===== config.mk =====
export PLATFORM = sky130hd
export DESIGN_NAME = inst_fetch
export DESIGN_NICKNAME = d
export VERILOG_FILES = /design/src/rtl/inst_fetch_pkg.sv /design/src/rtl/pc_reg.sv /design/src/rtl/inst_fetch.sv
export SDC_FILE = /design/constraint.sdc
export NUM_CORES = 1
export LEC_CHECK = 0
export ABC_AREA = 1
export CORE_MARGIN = 4
export CORE_UTILIZATION = 47
export CTS_CLUSTER_DIAMETER = 40
export DETAILED_ROUTE_END_ITERATION = 16
export PLACE_DENSITY = 0.84
export SYNTH_ARGS = -nofsm -noshare
export SYNTH_HDL_FRONTEND = slang
export SYNTH_SLANG_ARGS = --single-unit

===== constraint.sdc =====
create_clock -name clk -period 2.72 [get_ports clk]
set_input_delay 0.544 -clock clk [delete_from_list [all_inputs] [get_ports clk]]
set_output_delay 0.544 -clock clk [all_outputs]
set_load 0.005 [all_outputs]

===== src/rtl/inst_fetch_pkg.sv =====
// Shared CPU defines for the instruction fetch stage.
// Holds the default datapath width, the default reset PC and the fetch FSM
// state encoding. inst_fetch and pc_reg both import this package.
package inst_fetch_pkg;

  localparam int          IF_W        = 16;
  localparam logic [15:0] IF_RESET_PC = 16'h0000;

  // REQ  : a read request is outstanding on the instruction memory port.
  // HOLD : a fetched instruction is presented to decode.
  typedef enum logic {
    ST_REQ  = 1'b0,
    ST_HOLD = 1'b1
  } if_state_e;

endpackage


===== src/rtl/pc_reg.sv =====
// Architectural program counter register.
// Ports:
//   clk, rst  - clock and asynchronous active-high reset (reset to RESET_PC)
//   load      - load load_val into the PC (has priority over inc)
//   load_val  - value loaded when load=1
//   inc       - increment the PC by one, wrapping modulo 2^W
//   q         - current PC
module pc_reg
  import inst_fetch_pkg::*;
#(
  parameter int          W        = IF_W,
  parameter logic [W-1:0] RESET_PC = W'(IF_RESET_PC)
) (
  input  logic         clk,
  input  logic         rst,
  input  logic         load,
  input  logic [W-1:0] load_val,
  input  logic         inc,
  output logic [W-1:0] q
);

  // NOTE: sequential state is written with non-blocking assignments so every
  // register samples its inputs from before the clock edge.
  always_ff @(posedge clk or posedge rst) begin
    if (rst) begin
      q <= RESET_PC;
    end else if (load) begin
      q <= load_val;
    end else if (inc) begin
      q <= q + W'(1); // wraps naturally at 2^W
    end
  end

endmodule


===== src/rtl/inst_fetch.sv =====
// Instruction fetch stage.
// A two-state FSM alternates between requesting a word from instruction
// memory (REQ) and presenting it to decode (HOLD). A redirect that arrives
// while a request is outstanding is remembered in flush_pend/pend_pc, and the
// word returned for the stale request is dropped.
// Ports:
//   clk, rst                   - clock, asynchronous active-high reset
//   redirect_valid/redirect_pc - taken jump/branch and its target
//   imem_req/imem_addr         - instruction memory read request and address
//   imem_ack/imem_rdata        - request completion and returned word
//   inst_valid/inst/inst_pc    - fetched instruction presented to decode
//   inst_ready                 - decode accepts inst this cycle
//   pc                         - address of the next fetch
module inst_fetch
  import inst_fetch_pkg::*;
#(
  parameter int          W        = IF_W,
  parameter logic [W-1:0] RESET_PC = W'(IF_RESET_PC)
) (
  input  logic         clk,
  input  logic         rst,
  input  logic         redirect_valid,
  input  logic [W-1:0] redirect_pc,
  output logic         imem_req,
  output logic [W-1:0] imem_addr,
  input  logic         imem_ack,
  input  logic [W-1:0] imem_rdata,
  output logic         inst_valid,
  output logic [W-1:0] inst,
  output logic [W-1:0] inst_pc,
  input  logic         inst_ready,
  output logic [W-1:0] pc
);

  if_state_e    state_q, state_d;
  logic         flush_pend;
  logic [W-1:0] pend_pc;

  logic         pc_load;
  logic         pc_inc;
  logic [W-1:0] pc_load_val;
  logic         capture;
  logic         flush_set;
  logic         flush_clr;
  logic         transfer;

  pc_reg #(
    .W        (W),
    .RESET_PC (RESET_PC)
  ) u_pc_reg (
    .clk      (clk),
    .rst      (rst),
    .load     (pc_load),
    .load_val (pc_load_val),
    .inc      (pc_inc),
    .q        (pc)
  );

  // Outputs come straight from the state register, so imem_req and
  // inst_valid are mutually exclusive by construction.
  assign imem_req   = (state_q == ST_REQ);
  assign inst_valid = (state_q == ST_HOLD);
  assign imem_addr  = pc; // pc only changes on the ack edge while in REQ
  assign transfer   = inst_valid & inst_ready & ~redirect_valid;

  // NOTE: every signal driven here gets a default first so no path through
  // the case statement can leave one unassigned and infer a latch.
  always_comb begin
    state_d     = state_q;
    pc_load     = 1'b0;
    pc_inc      = 1'b0;
    pc_load_val = redirect_pc;
    capture     = 1'b0;
    flush_set   = 1'b0;
    flush_clr   = 1'b0;
    unique case (state_q)
      ST_REQ: begin
        if (imem_ack) begin
          if (redirect_valid || flush_pend) begin
            // Returned word belongs to the abandoned path: drop it and
            // restart at the newest redirect target.
            pc_load     = 1'b1;
            pc_load_val = redirect_valid ? redirect_pc : pend_pc;
            flush_clr   = 1'b1;
          end else begin
            capture = 1'b1;
            pc_inc  = 1'b1;
            state_d = ST_HOLD;
          end
        end else if (redirect_valid) begin
          flush_set = 1'b1;
        end
      end
      ST_HOLD: begin
        if (redirect_valid) begin
          // Held instruction is discarded even if decode was ready.
          pc_load = 1'b1;
          state_d = ST_REQ;
        end else if (transfer) begin
          state_d = ST_REQ;
        end
      end
      default: state_d = ST_REQ;
    endcase
  end

  // NOTE: all control and datapath registers here take the asynchronous
  // reset, so an ack arriving while rst=1 cannot update anything.
  always_ff @(posedge clk or posedge rst) begin
    if (rst) begin
      state_q    <= ST_REQ;
      flush_pend <= 1'b0;
      pend_pc    <= '0;
      inst       <= '0;
      inst_pc    <= '0;
    end else begin
      state_q <= state_d;
      if (flush_set) begin
        flush_pend <= 1'b1;
        pend_pc    <= redirect_pc; // a later redirect overwrites the target
      end else if (flush_clr) begin
        flush_pend <= 1'b0;
      end
      if (capture) begin
        inst    <= imem_rdata;
        inst_pc <= pc;
      end
    end
  end

endmodule

==> impl_results.md, run 1 <==
- Static leakage: about 2.2 nW
- CP cell instances: inv_2 -> clkdlybuf4s50_1
- DR DRC count: 0
- Most frequent cells in the layout: 151 x nand2_1, 102 x clkdlybuf4s50_1, 66 x dfrtp_1
- CP Max Fanout: 6
- Fin. max-slew vios: 0
- Post-route clock period utilization: roughly three quarters
- CP peak stage delay: a little under 0.6 ns
- Skew final: 0.00558 ns
- DIE AREA: around 0.0084 mm^2
- Hold Slack: 0.473 ns
- Synth Register Bits: between 60 and 70
- FF-to-FF End: u_pc_reg.q[8]
- HP Start: inst[0]
- Detailed Routing Iterations Pass 1: 5
- Worst Hold Class: reg -> reg
- Hold_buf cts: 0
- Share of cells above drive strength 1: roughly 6.3%
- Number of fill cells: between 500 and 600
- CP max-delay cell: clkdlybuf4s50_1
- H-Tree Depth: 3
- Top cell type's share of synthesized area: between 40% and 50%
- Layout Nets: ~560
- Antenna violations before repair: 0
- DR WL met2: slightly below 4000 um
- Pwr/cell area: about 800 mW/mm^2
- Max-Cap Viols: 0
- CTS tree: built
- IO Port Bufs: just over 100
- Initial core utilization: roughly half
- Clk_lat worst skew: 0.34 ns
- Worst EP required: between 2 and 2.5 ns
- Area of the multi-input gates: around 0.0013 mm^2
- # rows: 30
- Crit path time final: 2.03 ns
- Clk sinks: 66
- Synth unique cells: 26
- Layout Cells excl Fill: 620
- # IOs: between 100 and 150
- Die Ht: just over 90 um
- Syn Inst Count: 432
- CTS Buffer Depth: 2
- Root buf cell: clkbuf_8
- WL final: between 8000 and 9000 um
- Top delay family on crit path: buffers and inverters
- Most common cell after layout, fill and taps aside: nand2_1
- Largest net degree at the start of global routing: 67
- Met1 WL: about 3600 um
- Vias in the first global route: ~3000
- Register area share after synthesis: 49.9%
- Core Footprint: roughly 0.0068 mm^2
- Post-DP HPWL: between 6000 and 7000 um
- Top cells by area, synth: dfrtp_1 50%, nand2_1 17%, inv_1 4.4%
- Buf/Inv on CP: 2
- CP arrival: between 1 and 1.5 ns
- Setup_tns: 0 ns
- Mapped Area: between 0.003 and 0.004 mm^2
- Die Wd: about 92 um
- Seq. cell area: between 0.0015 and 0.002 mm^2
- Worst r2r path cells: 7
- Critical path launch point type: flop
- Met3 routed WL: between 600 and 700 um
- Crit path kind: reg -> out
- Post-CTS Setup Bufs: 0
- Cell accounting for the most synthesized area: dfrtp_1
- Cell count after placement: 605
- CTS Buf Count: 9
- Total GRT Usage: between 20% and 30%
- Avg Cell Area, Syn: 7.66 um^2
- Highest routed layer: met4
- Post-Syn Nets: 470
- Layout area overhead: 37.4%
- Outcome: finished clean
- N_diodes: 0
- Gr ovfl total: 0
- R2R Path Start: u_pc_reg.q[1]
- RSZ-0062 raised after global routing: false
- Slew headroom: between 70% and 80%
- Gpl congestion: approximately 0.88
- First-pass GRT wire length: between 10000 and 15000 um
- Final Cell Area: between 0.004 and 0.005 mm^2
- Iter 0 DRT Violations: ~360
- Peak supply drop: approximately 340 uV
- PostCTS Resize Cnt: 0
- Routed via count: around 3100
- Hold Vio Cnt, Final: 0
- Reg2reg setup slack: ~1 ns
- Actual slew at the worst max-slew pin: between 0.3 and 0.4 ns
- Maximum clock frequency: approximately 500 MHz
- Worst Hold Endpoint: inst[0]
- Hold-critical path depth: 2
- Synth Warn #: 0
- Via density: around 5
- Antenna Violating Nets Remaining: 0
- DP Area: around 0.0043 mm^2
- Final setup viols: 0
- Setup crit end kind: output port
- Routed WL per cell: between 10 and 15 um
- Clock transition at path regs: 0.07 ns
kinds of logic after synthesis:
family                     synth area share (%)
and+or+nand+nor                            27.0
buffers and inverters                      11.0
AOI/OAI and AO/OA                          11.2
DFF                                        49.9
xor gates and xnor gates                  0.530
adders and majority gates                 0.378
routing by layer:
metal / vias to the layer above / track usage, %
met2: 157 / 32.5
met4: 0 / 11.5
met5: - / 0
met1: 1424 / 26.7
li1: 1525 / -
met3: 22 / 4.68
layout make-up:
class,instances,area share [%]
clock buffer,14,4.24
clock inverter,1,0.661
inverter,44,3.63
multi-input combinational,291,28.5
sequential,66,36.3
tap,96,2.64
timing repair buffer,108,24.0
where the power goes:
group          switching [mW]  internal (mW)  total, mW  leakage, nW
registers               0.224           1.23       1.46        0.809
clock network           0.357          0.544      0.901        0.115
logic                   0.521          0.691       1.21         1.26
total                    1.10           2.47       3.57         2.19
worst max path at each step:
stage,from,endpoint,cells after the start
after floorplan,rst,flush_pend,1
after global placement,redirect_valid,u_pc_reg.q[9],7
after detailed placement,redirect_valid,u_pc_reg.q[9],7
after CTS,inst_valid,imem_req,2
after global routing,inst_valid,imem_req,2
final,inst_valid,imem_req,2
flip-flops by register name, summed over array words and instances (netlist names):
name,flops
u_pc_reg.q,16
inst,16
flush_pend,1
inst_pc,16
pend_pc,16
inst_valid,1
worst reg2reg max path: cells and delay by family (launching register included):
kind / cells / cell delay, ns
simple gates: 4 / 0.60
flops: 1 / 0.47
compound gates: 2 / 0.36
fa+ha+maj: 1 / 0.23
metrics by stage:
step / setup slack (ns) / utilization (%) / power [mW]
2_1_floorplan: 0.521 / - / 2.00
3_3_place_gp: 0.554 / 63.3 / 2.64
3_5_place_dp: 0.452 / 63.3 / 2.68
4_1_cts: 0.693 / 66.5 / 3.59
5_1_grt: 0.645 / 66.5 / 3.80
6_report: 0.689 / 66.5 / 3.57
synthesized netlist by cell type, drive strengths merged:
| cell | count |
|---|---|
| or2 | 1 |
| ha | 1 |
| a31oi | 2 |
| nand3 | 20 |
| o21ai | 43 |
| nor3 | 6 |
| nand2 | 152 |
| inv | 44 |
| clkbuf | 4 |
| xor2 | 2 |
| nand4 | 3 |
| o31ai | 1 |
| o211ai | 2 |
| a22oi | 1 |
| a21oi | 20 |
| dfrtp | 66 |
| buf | 27 |
| nor2 | 37 |
Note: power is estimated with default switching activity, not from simulation.
==> run 2: changes to the inputs <==
==> constraint.sdc (replaced) <==
create_clock -name clk -period 2 [get_ports clk]
set_input_delay 0.4 -clock clk [delete_from_list [all_inputs] [get_ports clk]]
set_output_delay 0.4 -clock clk [all_outputs]
set_load 0.005 [all_outputs]
==> run 2 against run 1 <==
Effect of this change:
- hold slack worse by 0.026 ns
- critical path depth unchanged
- routed wire length fell by 3.1%
- global-route usage shrank 0.26 points
- combinational power is 37% higher
- register-to-register slack worse by 0.61 ns
- worst setup slack worse by 0.51 ns
- total power is 32% higher
- first-iteration DRC count down 13%
- final cell count up 1.3%
- die area unchanged
- largest power group unchanged
- critical endpoint unchanged
- highest routed layer unchanged
==> impl_results.md, run 2 (synthesis gave the netlist of run 1 again) <==
- Outcome: finished clean
- PostCTS Resize Cnt: 0
- Largest net degree at the start of global routing: 33
- Most frequent cells in the layout: 151 x nand2_1, 102 x clkdlybuf4s50_1, 66 x dfrtp_1
- Final setup viols: 0
- Antenna Violating Nets Remaining: 0
- Hold Slack: around 0.45 ns
- H-Tree Depth: 3
- Clk sinks: 66
- # rows: 30
- Setup_tns: 0 ns
- CP Max Fanout: 6
- Hold Vio Cnt, Final: 0
- Clock transition at path regs: 0.07 ns
- First-pass GRT wire length: 13900 um
- Crit path kind: reg -> out
- Core Footprint: 0.00683 mm^2
- CP max-delay cell: clkdlybuf4s50_1
- Share of cells above drive strength 1: roughly 7.3%
- CP cell instances: inv_2 -> clkdlybuf4s50_1
- Routed WL per cell: between 10 and 15 um
- CP peak stage delay: about 0.53 ns
- Vias in the first global route: between 2000 and 3000
- Die Ht: slightly above 90 um
- Worst Hold Class: in -> async
- Routed via count: ~3100
- Hold_buf cts: 0
- Static leakage: 2.21 nW
- CTS tree: built
- Top delay family on crit path: buffers and inverters
- Detailed Routing Iterations Pass 1: 6
- CP arrival: around 1.4 ns
- Skew final: approximately 0.0053 ns
- Critical path launch point type: flop
- Gr ovfl total: 0
- Slew headroom: between 60% and 70%
- Fin. max-slew vios: 0
- Buf/Inv on CP: 2
- Via density: approximately 5.0
- RSZ-0062 raised after global routing: false
- Iter 0 DRT Violations: between 300 and 400
- # IOs: around 100
- Clk_lat worst skew: between 0.3 and 0.4 ns
- Setup crit end kind: output port
- FF-to-FF End: u_pc_reg.q[8]
- Post-DP HPWL: ~6200 um
- Crit path time final: around 1.8 ns
- Root buf cell: clkbuf_8
- CTS Buffer Depth: 2
- Actual slew at the worst max-slew pin: around 0.52 ns
- Initial core utilization: between 40% and 50%
- Pwr/cell area: ~1000 mW/mm^2
- Maximum clock frequency: 550 MHz
- Gpl congestion: ~0.87
- Layout Nets: around 570
- IO Port Bufs: around 100
- Worst r2r path cells: 7
- CTS Buf Count: 9
- Antenna violations before repair: 0
- R2R Path Start: u_pc_reg.q[1]
- Worst EP required: roughly 1.6 ns
- Peak supply drop: a little over 400 uV
- N_diodes: 0
- Reg2reg setup slack: about 0.38 ns
- DR DRC count: 0
- Most common cell after layout, fill and taps aside: nand2_1
- Post-CTS Setup Bufs: 0
- Post-route clock period utilization: between 90 and 100%
- Die Wd: 91.9 um
- Total GRT Usage: 20.5%
- Layout area overhead: 38.9%
- WL final: between 8000 and 9000 um
- Max-Cap Viols: 0
- DIE AREA: about 0.0084 mm^2
[run 2: cell types whose count changed in the layout (fill, tap and decap cells not counted)]
cell and change:
buf_4 +6, clkinv_2 +2, buf_12 +2, clkbuf_1 +2, clkbuf_8 -4, clkinvlp_4 +1, inv_2 -1
[run 2: metrics by stage]
| step | total power, mW | instances | util (%) | worst slack (ns) | cell area [um^2] |
|---|---|---|---|---|---|
| 2_1_floorplan | 2.71 | 432 | - | 0.627 | 3310 |
| 3_3_place_gp | 3.61 | 613 | 64.6 | 0.0893 | 4410 |
| 3_5_place_dp | 3.67 | 613 | 64.6 | 0.0704 | 4410 |
| 4_1_cts | 4.75 | 628 | 67.3 | 0.162 | 4600 |
| 5_1_grt | 5.02 | 628 | 67.3 | 0.124 | 4600 |
| 6_report | 4.71 | 628 | 67.3 | 0.182 | 4600 |
[run 2: worst register-to-register path, delay by kind of cell (launching register included)]
family | cells | cell delay, ns
compound gates | 2 | 0.32
fa+ha+maj | 1 | 0.24
simple gates | 4 | 0.54
flops | 1 | 0.47
[run 2: worst max-delay path by stage]
stage | from | depth (start not counted) | endpoint | slack [ns]
after floorplan | u_pc_reg.q[1] | 7 | u_pc_reg.q[8] | 0.63
after global placement | redirect_valid | 8 | inst_pc[15] | 0.09
after detailed placement | redirect_valid | 7 | u_pc_reg.q[12] | 0.07
after CTS | inst_valid | 2 | imem_req | 0.16
after global routing | inst_valid | 2 | imem_req | 0.12
final | inst_valid | 2 | imem_req | 0.18
[run 2: routing by layer]
metal | global-route usage (%) | vias up | part of all wire (%)
met4 | 10.1 | 0 | 2.5
met3 | 3.45 | 20 | 6.5
met1 | 27.4 | 1453 | 45
met2 | 32.3 | 113 | 46
li1 | - | 1534 | -
met5 | 0 | - | 0
[run 2: power breakdown]
part	switching (mW)	leakage (nW)	internal (mW)
logic	0.699	1.30	0.960
clock network	0.475	0.0962	0.600
registers	0.304	0.809	1.68
total	1.48	2.21	3.24
[run 2: final cells by class]
type                            count  area [um^2]
Clock buffer                       12          145
Clock inverter                      3         40.0
Fill cell                         571         2240
Inverter                           44          169
Multi-Input combinational cell    291         1290
Sequential cell                    66         1650
Tap cell                           96          120
Timing Repair Buffer              116         1180
==> variant, RTL diff (config.mk and constraints of run 1) <==
`IF_W`: 16 -> 32.
--- a/src/rtl/inst_fetch_pkg.sv
+++ b/src/rtl/inst_fetch_pkg.sv
@@ -5,3 +5,3 @@
 
-  localparam int          IF_W        = 16;
+  localparam int          IF_W        = 32;
   localparam logic [15:0] IF_RESET_PC = 16'h0000;
Ports: changed (6 resized); port bits go from 103 to 199. The function was not compared with the original's and may differ.
==> variant against run 1 <==
  * Synthesized cell count up 100%
  * Setup slack worse by 120 ps
  * Via count up 100%
  * Cell area grew 100%
  * Sequential power up 99%
  * Synthesized area increased by 100%
  * Sequential cell count is 64 higher
  * Power increased by 110%
  * Routed wire length is 130% higher
==> variant: results <==
group,metric,value,unit
logic_synthesis,synth_area_leaders,"dfrtp_1 (49%), nand2_1 (18%), o21ai_0 (5.4%), nor2_1 (4.7%), inv_1 (4.4%)",
placed_design,dp_hpwl,14360,µm
logic_synthesis,synth_fp_nets,951,
logic_synthesis,yosysSeqAreaShare,0.4915,
layout,drive_gt1_frac,0.06161,
clocking,root_buffer,"clkbuf_16",
clocking,h-tree-depth,4,
logic_synthesis,syn_area_per_cell,7.513,µm²
logic_synthesis,yosys_most_used_dff,"dfrtp_1",
timing,maxSlewHeadroom,0.7173,
setup_path,critPathMaxFanout,7,
route,drt_iter0_drc,561,
placed_design,place_ws,324.2,ps
layout,diodes,0,
timing,fin_skew,6.461,ps
clocking,clkTransAtPathRegs,50,ps
min_path,worstHoldPathType,"input port to async pin",
clocking,cts_resized,0,
placed_design,portBuffers,198,
clocking,cts_made_buffers,17,
clocking,clkLatencyLatePin,420,ps
clocking,clockBufferDepth,2,
global_routing,antenna_found_initial,0,
setup_path,cp_top_family,"flip-flops",
route,dr_total_vias,6391,
setup_path,critPathMaxStageDelay,590,ps
pwr,ir_drop,0.4412,mV
logic_synthesis,yosys_warnings,0,
run_status,outcome,"complete, no violations",
placed_design,placedCellCount,1205,
logic_synthesis,async_reset_ff_frac,1.000,
global_routing,grt_pass1_wl,31330,µm
logic_synthesis,synthTopCellsByCount,"nand2_1 (311), dfrtp_1 (130), nor2_1 (82), inv_1 (77), o21ai_0 (72)",
global_routing,grt_max_degree,73,
setup_path,critPathSlowestCell,"dfrtp_1",
setup_path,arrival,1600,ps
layout,fin_cells,1235,
clocking,post-cts-setup-buffers,0,
layout,nFillCells,1146,
pwr,swShare,0.3062,
route,dr.pass1.iters,6,
layout,final_nets,1114,
global_routing,grt.total_usage,0.2460,
pwr,total_leakage_power,4.322,nW
route,routed_wl,19580,µm
logic_synthesis,synth.distinct_cells,37,
global_routing,first_global_vias,5803,
placed_design,finalWeightedCongestion,0.9201,
==> variant: cell types whose count changed in the layout (fill, tap and decap cells not counted), moves of 4 or more <==
cell	before	now
nand2_1	151	311
clkdlybuf4s50_1	102	198
dfrtp_1	66	130
nor2_1	35	82
o21ai_0	26	72
inv_1	38	76
clkbuf_16	0	17
nand3_1	19	36
a21oi_1	20	36
clkbuf_8	14	3
buf_4	4	10
o211ai_1	2	8
clkbuf_1	0	4
clkinv_2	0	4
==> variant: power by group through the flow <==
stage	logic (mW)	clock network, mW	registers (mW)
6_report	2.38	2.19	2.91
5_1_grt	2.61	2.30	2.99
4_1_cts	2.40	2.22	2.91
3_5_place_dp	2.39	0	2.93
3_3_place_gp	2.34	0	2.92
2_1_floorplan	1.04	0	2.84
==> variant: layout make-up <==
type,count,area share
sequential,130,0.3553
timing repair buffer,213,0.2356
tap,180,0.02460
clock buffer,24,0.05262
inverter,83,0.03444
multi-input combinational,599,0.2886
clock inverter,6,0.008747
==> variant: path summary, 6_finish.rpt <==
check | slack, ps | start | endpoint | cells past startpoint
worst min register to register | 470 | inst_pc[13] | inst_pc[13] | 2
max in group asynchronous | 1720 | rst | pend_pc[26] | 3
min in group clk | 470 | inst_pc[13] | inst_pc[13] | 2
worst max-delay path | 570 | u_pc_reg.q[17] | pc[17] | 1
worst min-delay path | 410 | rst | inst[5] | 2
worst max register to register | 590 | u_pc_reg.q[0] | u_pc_reg.q[18] | 8
==> variant: through the flow <==
stage	utilization	cell area [µm²]
after floorplan	-	6623
after global placement	0.6215	8593
after detailed placement	0.6215	8593
after CTS	0.6621	9155
after global routing	0.6621	9155
final	0.6621	9155
==> variant: layer usage <==
| layer | vias to the layer above | global-route usage | wire [µm] |
|---|---|---|---|
| li1 | 3071 | - | - |
| met1 | 2974 | 0.3386 | 8477 |
| met2 | 322 | 0.3898 | 8948 |
| met3 | 24 | 0.05516 | 1820 |
| met4 | 0 | 0.07760 | 338 |
| met5 | - | 0 | 0 |
==> variant: cells by family after synthesis <==
| kind of cell | synth area share |
|---|---|
| and+or+nand+nor | 0.2749 |
| DFF | 0.4915 |
| adders and majority gates | 0.001890 |
| buffers and inverters | 0.1100 |
| xor gates and xnor gates | 0.001323 |
| AOI/OAI and AO/OA | 0.1204 |
